$ cat config.mk
export PLATFORM = sky130hd
export DESIGN_NAME = status_flags
export DESIGN_NICKNAME = d
export VERILOG_FILES = /design/src/rtl/status_flags.sv
export SDC_FILE = /design/constraint.sdc
export NUM_CORES = 1
export LEC_CHECK = 0
export CAP_MARGIN = 20
export CORE_MARGIN = 3
export CORE_UTILIZATION = 43
export DETAILED_ROUTE_END_ITERATION = 6
export GPL_TIMING_DRIVEN = 0
export PLACE_DENSITY_LB_ADDON = 0.25
export RECOVER_POWER = 50
export SYNTH_ARGS = -nofsm -noshare
export SYNTH_HDL_FRONTEND = slang
export SYNTH_SLANG_ARGS = --single-unit
$ cat constraint.sdc
create_clock -name i_clk -period 2.73 [get_ports i_clk]
set_clock_uncertainty 0.15 [all_clocks]
set_input_delay 0.273 -clock i_clk [delete_from_list [all_inputs] [get_ports i_clk]]
set_output_delay 0.273 -clock i_clk [all_outputs]
set_load 0.01 [all_outputs]
$ cat src/rtl/status_flags.sv
// 6502 processor status register (P) with the NMI/IRQ front end that feeds the sequencer.
// P is latched from ALU/data-bus results per FLAG_OP; interrupts are synchronised, edge-detected and polled.
module status_flags #(
  parameter int         SYNC_STAGES = 2,
  parameter logic [7:0] RESET_P     = 8'h34
) (
  input  logic       i_clk,
  input  logic       i_rst,
  input  logic       i_ce,
  input  logic [3:0] i_flag_op,
  input  logic       i_alu_n,
  input  logic       i_alu_z,
  input  logic       i_alu_c,
  input  logic       i_alu_v,
  input  logic [7:0] i_db_in,
  input  logic       i_bit_z,
  input  logic       i_poll,
  input  logic       i_int_ack,
  input  logic       i_nmi_n,
  input  logic       i_irq_n,
  output logic [7:0] o_p_out,
  output logic [7:0] o_p_int,
  output logic       o_flag_c,
  output logic       o_flag_d,
  output logic       o_int_pend,
  output logic       o_int_is_nmi,
  output logic [2:0] o_dbg_irq_state
);

  localparam logic [3:0] OP_NOP     = 4'd0;
  localparam logic [3:0] OP_NZCV    = 4'd1;
  localparam logic [3:0] OP_NZC     = 4'd2;
  localparam logic [3:0] OP_NZ      = 4'd3;
  localparam logic [3:0] OP_LOAD    = 4'd4;
  localparam logic [3:0] OP_BIT     = 4'd5;
  localparam logic [3:0] OP_PULL    = 4'd6;
  localparam logic [3:0] OP_SEC     = 4'd7;
  localparam logic [3:0] OP_CLC     = 4'd8;
  localparam logic [3:0] OP_SED     = 4'd9;
  localparam logic [3:0] OP_CLD     = 4'd10;
  localparam logic [3:0] OP_SEI     = 4'd11;
  localparam logic [3:0] OP_CLI     = 4'd12;
  localparam logic [3:0] OP_CLV     = 4'd13;
  localparam logic [3:0] OP_INT_SEI = 4'd14;

  // Status flags held as individual bits; bits 5 and 4 of P do not exist in hardware.
  logic r_n, r_v, r_d, r_i, r_z, r_c;
  logic w_n_nxt, w_v_nxt, w_d_nxt, w_i_nxt, w_z_nxt, w_c_nxt;

  logic [SYNC_STAGES-1:0] r_nmi_sync;
  logic [SYNC_STAGES-1:0] r_irq_sync;
  logic                   r_nmi_prev;
  logic                   r_nmi_pending;
  logic                   r_i_mask;
  logic                   r_int_pend;
  logic                   r_int_is_nmi;

  logic w_nmi_synced;
  logic w_irq_synced;
  logic w_nmi_edge;
  logic w_nmi_clr;
  logic w_irq_req;
  logic w_unused_db;

  assign w_unused_db = &{1'b0, i_db_in[5:4]};

  always_comb begin
    w_n_nxt = r_n;
    w_v_nxt = r_v;
    w_d_nxt = r_d;
    w_i_nxt = r_i;
    w_z_nxt = r_z;
    w_c_nxt = r_c;
    case (i_flag_op)
      OP_NZCV: begin
        w_n_nxt = i_alu_n;
        w_z_nxt = i_alu_z;
        w_c_nxt = i_alu_c;
        w_v_nxt = i_alu_v;
      end
      OP_NZC: begin
        w_n_nxt = i_alu_n;
        w_z_nxt = i_alu_z;
        w_c_nxt = i_alu_c;
      end
      OP_NZ: begin
        w_n_nxt = i_alu_n;
        w_z_nxt = i_alu_z;
      end
      OP_LOAD: begin
        w_n_nxt = i_db_in[7];
        w_z_nxt = (i_db_in == 8'h00);
      end
      OP_BIT: begin
        w_n_nxt = i_db_in[7];
        w_v_nxt = i_db_in[6];
        w_z_nxt = i_bit_z;
      end
      OP_PULL: begin
        w_n_nxt = i_db_in[7];
        w_v_nxt = i_db_in[6];
        w_d_nxt = i_db_in[3];
        w_i_nxt = i_db_in[2];
        w_z_nxt = i_db_in[1];
        w_c_nxt = i_db_in[0];
      end
      OP_SEC:     w_c_nxt = 1'b1;
      OP_CLC:     w_c_nxt = 1'b0;
      OP_SED:     w_d_nxt = 1'b1;
      OP_CLD:     w_d_nxt = 1'b0;
      OP_SEI:     w_i_nxt = 1'b1;
      OP_CLI:     w_i_nxt = 1'b0;
      OP_CLV:     w_v_nxt = 1'b0;
      OP_INT_SEI: w_i_nxt = 1'b1;
      OP_NOP:     ;
      default:    ;
    endcase
  end

  always_ff @(posedge i_clk) begin
    if (i_rst) begin
      r_n <= RESET_P[7];
      r_v <= RESET_P[6];
      r_d <= RESET_P[3];
      r_i <= RESET_P[2];
      r_z <= RESET_P[1];
      r_c <= RESET_P[0];
    end else if (i_ce) begin
      r_n <= w_n_nxt;
      r_v <= w_v_nxt;
      r_d <= w_d_nxt;
      r_i <= w_i_nxt;
      r_z <= w_z_nxt;
      r_c <= w_c_nxt;
    end
  end

  // Pin synchronisers and NMI edge detector run every cycle so an NMI is never lost during RDY stalls.
  always_ff @(posedge i_clk) begin
    if (i_rst) begin
      r_nmi_sync <= '1;
      r_irq_sync <= '1;
      r_nmi_prev <= 1'b1;
    end else begin
      r_nmi_sync <= {r_nmi_sync[SYNC_STAGES-2:0], i_nmi_n};
      r_irq_sync <= {r_irq_sync[SYNC_STAGES-2:0], i_irq_n};
      r_nmi_prev <= w_nmi_synced;
    end
  end

  assign w_nmi_synced = r_nmi_sync[SYNC_STAGES-1];
  assign w_irq_synced = r_irq_sync[SYNC_STAGES-1];
  assign w_nmi_edge   = r_nmi_prev & ~w_nmi_synced;
  assign w_irq_req    = ~w_irq_synced & ~r_i_mask;
  assign w_nmi_clr    = i_ce & i_int_ack & r_int_pend & r_int_is_nmi;

  // A fresh edge in the same cycle as the acknowledge keeps the NMI pending.
  always_ff @(posedge i_clk) begin
    if (i_rst) begin
      r_nmi_pending <= 1'b0;
    end else begin
      r_nmi_pending <= w_nmi_edge | (r_nmi_pending & ~w_nmi_clr);
    end
  end

  // Sequencer handshake: POLL samples the request at the last instruction cycle, INT_ACK retires it;
  // both qualified by CE, and ACK wins when both are high. i_mask lags I by one poll (NMOS behaviour).
  always_ff @(posedge i_clk) begin
    if (i_rst) begin
      r_int_pend   <= 1'b0;
      r_int_is_nmi <= 1'b0;
      r_i_mask     <= 1'b1;
    end else if (i_ce) begin
      if (i_int_ack) begin
        r_int_pend <= 1'b0;
      end else if (i_poll) begin
        r_int_pend   <= r_nmi_pending | w_irq_req;
        r_int_is_nmi <= r_nmi_pending;
      end
      if (i_poll) begin
        r_i_mask <= r_i;
      end
    end
  end

  assign o_p_out         = {r_n, r_v, 1'b1, 1'b1, r_d, r_i, r_z, r_c};
  assign o_p_int         = {r_n, r_v, 1'b1, 1'b0, r_d, r_i, r_z, r_c};
  assign o_flag_c        = r_c;
  assign o_flag_d        = r_d;
  assign o_int_pend      = r_int_pend;
  assign o_int_is_nmi    = r_int_is_nmi;
  assign o_dbg_irq_state = {r_nmi_pending, r_i_mask, r_int_pend};

endmodule

* Yosys cells after proc, flatten, opt, wreduce, memory -nomap -nowiden
Index checks and enable logic that the tools add are counted.
** Word-level totals
- Register bits after elaboration :: 15
- Input port bits :: 24
- Output and inout port bits :: 23
- Logic and storage cells :: 70
** Operators by class
- Eq/ne operators :: 14
- Multiplexer cells :: 8
- Bitwise operators :: 13
- Reduce and logical (&&, ||, !) cells :: 22
** Operators with widths (number)
- $eq A4 B4 Y1 const B :: 7
- $eq A4 B3 Y1 const B :: 4
- $reduce_and A2 Y1 :: 8
- $pmux W1 S3 :: 3
- $reduce_bool A3 Y1 :: 3
- $eq A4 B2 Y1 const B :: 2
- $logic_not A8 Y1 :: 1
- $pmux W1 S4 :: 2
- $reduce_bool A4 Y1 :: 2
- $and A1 B1 Y1 :: 6
- $reduce_or A2 Y1 :: 3
- $reduce_or A3 Y1 :: 2
- $not A1 Y1 :: 5
- $eq A4 B1 Y1 const B :: 1
- $reduce_bool A2 Y1 :: 2
- $reduce_and A3 Y1 :: 1
- $mux W1 :: 2
- $or A1 B1 Y1 :: 2
- $pmux W1 S2 :: 1

* Logic depth before layout (Yosys ltp)
- Depth in word-level cells :: 6
- Mapped depth :: 6
- Depth with buffers taken out :: 4

* Worst setup path after synthesis
OpenSTA, ideal clock, no wires.
- Path type :: in2reg
- From :: in i_flag_op[0]
- To :: reg r_c (netlist: o_flag_c)
- Library setup time :: 123 ps
- Arrival :: 1197 ps
- Required time :: 2457 ps
- Setup slack :: 1260 ps
- Stages on the path :: 5
- Path buffers :: 1
- Cells stage by stage :: buf_4 nor2b_1 nor3b_1 o31ai_1 mux2_1
** Between the ends
- Longest elaborated chain between the ends :: 4
- Elaborated cells between the ends (all ways) :: 9
- Classes of those cells :: eq/ne (5); mux (1); reduce/logical (3)
** Ends and longest elaborated chain
- start: declaration :: line 10 : input logic [3:0] i_flag_op,
- $eq A4 B2 Y1 / $eq A4 B1 Y1 (equally long branches) :: line 74 : case (i_flag_op)
- $reduce_or A2 Y1 (no line)
- $reduce_bool A4 Y1 (no line)
- $reduce_and A2 Y1 (no line)
- end signal: assignment :: line 127 : r_c <= RESET_P[0];
- end signal: assignment :: line 134 : r_c <= w_c_nxt;
- end: declaration :: line 47 : logic r_n, r_v, r_d, r_i, r_z, r_c;
Parallel ways exist; a longest one is shown, timed or not.
A chain may end at the register's enable or synchronous reset.

* Worst setup path after layout
- From :: in i_flag_op[2]
- To :: reg r_v
** Between the ends
- Longest elaborated chain between the ends :: 4
- Elaborated cells between the ends (all ways) :: 8
- Classes of those cells :: eq/ne (4); mux (1); reduce/logical (3)
** Ends and longest elaborated chain
- $eq A4 B3 Y1 :: line 74
- $reduce_or A2 Y1 (no line)
- $reduce_bool A3 Y1 (no line)
- $reduce_and A2 Y1 (no line)
- end signal: assignment :: line 123 : r_v <= RESET_P[6];
- end signal: assignment :: line 130 : r_v <= w_v_nxt;
- end: declaration :: line 47
Parallel ways exist; a longest one is shown, timed or not.

==> run metrics <==
Final Max Tran Viols 0; Port Buf Inserts 41; status finished, final reports clean; Critical Path Fanout Max 10; worst setup margin 718 ps; drt via density 5.17; element type at the critical path end register; Place WS 574 ps; Initial Utilization 48.0%; hold path depth 1; #FFs+latches synth 15; die extent in x 54.2 um; Post-synth EDFFs 0; H-tree Lvls 1; remaining global-route overflow 0; Iter 0 DRT Violations 20; mapped cell area 1000 sq um; fin crit period 2010 ps; Rows 16; Hold-fix buffers, CTS 0; WP data required 2730 ps; area occupied by registers 300 sq um; initial antenna violation count 0; clk sinks 15; Mapped Avg Cell Area 8.06 sq um; Worst Setup Start Kind input pin; launching point of the worst reg2reg path r_i$_SDFFE_PP1P_; fillcell total 187; Max Buffers Root-to-Sink 2; clock root buffer clkbuf_4; final setup vio count 0; DR vias 1023; total CTS buffers 3; nets 196; critical path class in2reg; GRT Overall Usage 18.9%; area occupied by multi-input gates 507 sq um; CTS tree built; worst min path class reg2reg; post-route ant nets 0; Antenna Cells 0; RSZ-0062 raised after global routing false; Syn Inst Count 124; reg2reg end r_i_mask$_SDFFE_PP1P_; Hold Path End r_nmi_sync[1]$_SDFF_PP1_; Power Dens Cells 351 mW/mm^2; Final Hold Viols 0; post_cts resized 0; commonest non-fill, non-tap cell in the layout clkdlybuf4s50_1; max_cap viols 0; worst vdd ir 319 uV; Die ar. 0.00294 sq mm; Reg clk slew, reported paths 90 ps; synth warn 0; Hold Startpoint r_nmi_sync[0]$_SDFF_PP1_; r2r setup slk 1710 ps; worst reg-to-reg path cell count 2; Yosys cell types 41; IO Count 47; share of cells above drive strength 1 19.9%; DRC errors left 0; first-pass GRT wire length 4030 um; latest clock arrival within the worst-skew pair 290 ps; async set-or-reset flop fraction in the synthesized netlist 0%; TNS Setup 0 ps; sequential area share after synthesis 30.0%; drt wl/cell 12.6 um; DP HPWL 2020 um; die height 54.2 um; commonest cells after routing, fill and taps aside clkdlybuf4s50_1, buf_4, dfxtp_1; P_leak 0.598 nW; period utilization 73.7%; largest net degree at the start of global routing 11; Max Fclk 497 MHz; worst path arrival time 2010 ps; Post CTS Setup Buffer Count 0; DR pass1 iterations 4; Tot Pwr 0.516 mW; core area 0.00208 sq mm; Main synth FF type dfxtp_1; final WL 2500 um; area grow syn2layout 47.2%; vias in the first global route 930; GPL Wtd Cong 0.806
## critical path, stage by stage
cell,delay [ps]
dlygate4sd3_1,650
and2b_1,200
clkbuf_1,190
a311o_1,390
a21oi_1,190
a311oi_1,110
## stage by stage
step                      cell area, sq um  std cells  utilization, %  hold slack [ps]
final                                 1470        198            70.7              276
after global routing                  1470        198            70.7              287
after CTS                             1480        198            71.0              277
after floorplan                       1010        126               -              226
after detailed placement              1450        194            69.7              253
after global placement                1450        194            69.7              242
## cell families (layout without fill, tap and decap cells)
family | Yosys count | count (layout) | share of synthesized area [%]
AND/OR/NAND/NOR | 45 | 45 | 26.5
buffers and inverters | 28 | 73 | 20.0
multiplexers | 1 | 1 | 1.13
AO/OA/AOI/OAI | 32 | 32 | 20.7
XOR/XNOR | 1 | 1 | 0.876
other | 2 | 4 | 0.751
flip-flops | 15 | 15 | 30.0
## area by class of cell
type	count	share of cell area (%)
Clock inverter	1	0.340
Buffer	26	12.6
Sequential cell	15	20.4
Clock buffer	3	1.53
Tap cell	27	2.30
Multi-Input combinational cell	83	34.4
Inverter	2	0.510
Timing Repair Buffer	41	27.9
## layer usage
layer  track usage (%)  up-vias  wire (um)
met4              9.13        0         42
met3              3.54        4        177
li1                  -      512          -
met5                 0        -          0
met2              32.5       36       1270
met1              22.4      471       1010
## report_power, final
group          total, mW  internal, mW  switching [mW]
combinational      0.156        0.0929          0.0626
sequential         0.236         0.229         0.00673
clock              0.125        0.0545          0.0709
total              0.516         0.376           0.140
## synthesized netlist by cell type (all sizes together), types with 2 or more instances
| cell | instances | area (sq um) |
|---|---|---|
| conb | 2 | 7.51 |
| inv | 2 | 7.51 |
| a21oi | 8 | 40.0 |
| nor4 | 2 | 12.5 |
| and2b | 2 | 15.0 |
| nor2b | 8 | 50.1 |
| buf | 24 | 185 |
| a311oi | 3 | 26.3 |
| nand3 | 2 | 10.0 |
| nor3 | 3 | 15.0 |
| nor2 | 7 | 26.3 |
| or2 | 5 | 31.3 |
| o21ai | 9 | 45.0 |
| nand3b | 2 | 15.0 |
| dfxtp | 15 | 300 |
| clkbuf | 2 | 7.51 |
| o211ai | 2 | 15.0 |
| nand2b | 2 | 15.0 |
| a31oi | 2 | 12.5 |
| nand2 | 5 | 18.8 |
## state kept, by name (all words and copies together), names as in the netlist
register / cells
r_i: 1
r_n: 1
r_nmi_pending: 1
r_i_mask: 1
r_v: 1
r_nmi_sync: 2
o_flag_d: 1
r_nmi_prev: 1
r_irq_sync: 2
o_int_is_nmi: 1
o_flag_c: 1
r_z: 1
o_int_pend: 1
## how the worst max path moves through the flow
stage,startpoint,to,slack (ps),cells after the start
after global placement,i_flag_op[2],r_v$_SDFFE_PP0P_,620,6
after detailed placement,i_flag_op[2],r_v$_SDFFE_PP0P_,570,6
after floorplan,i_flag_op[0],o_flag_c$_SDFFE_PP0P_,1260,5
after CTS,i_flag_op[2],r_v$_SDFFE_PP0P_,880,6
final,i_flag_op[2],r_v$_SDFFE_PP0P_,720,6
after global routing,i_flag_op[2],r_v$_SDFFE_PP0P_,570,6
No activity file was read; power rests on OpenSTA's default activity.
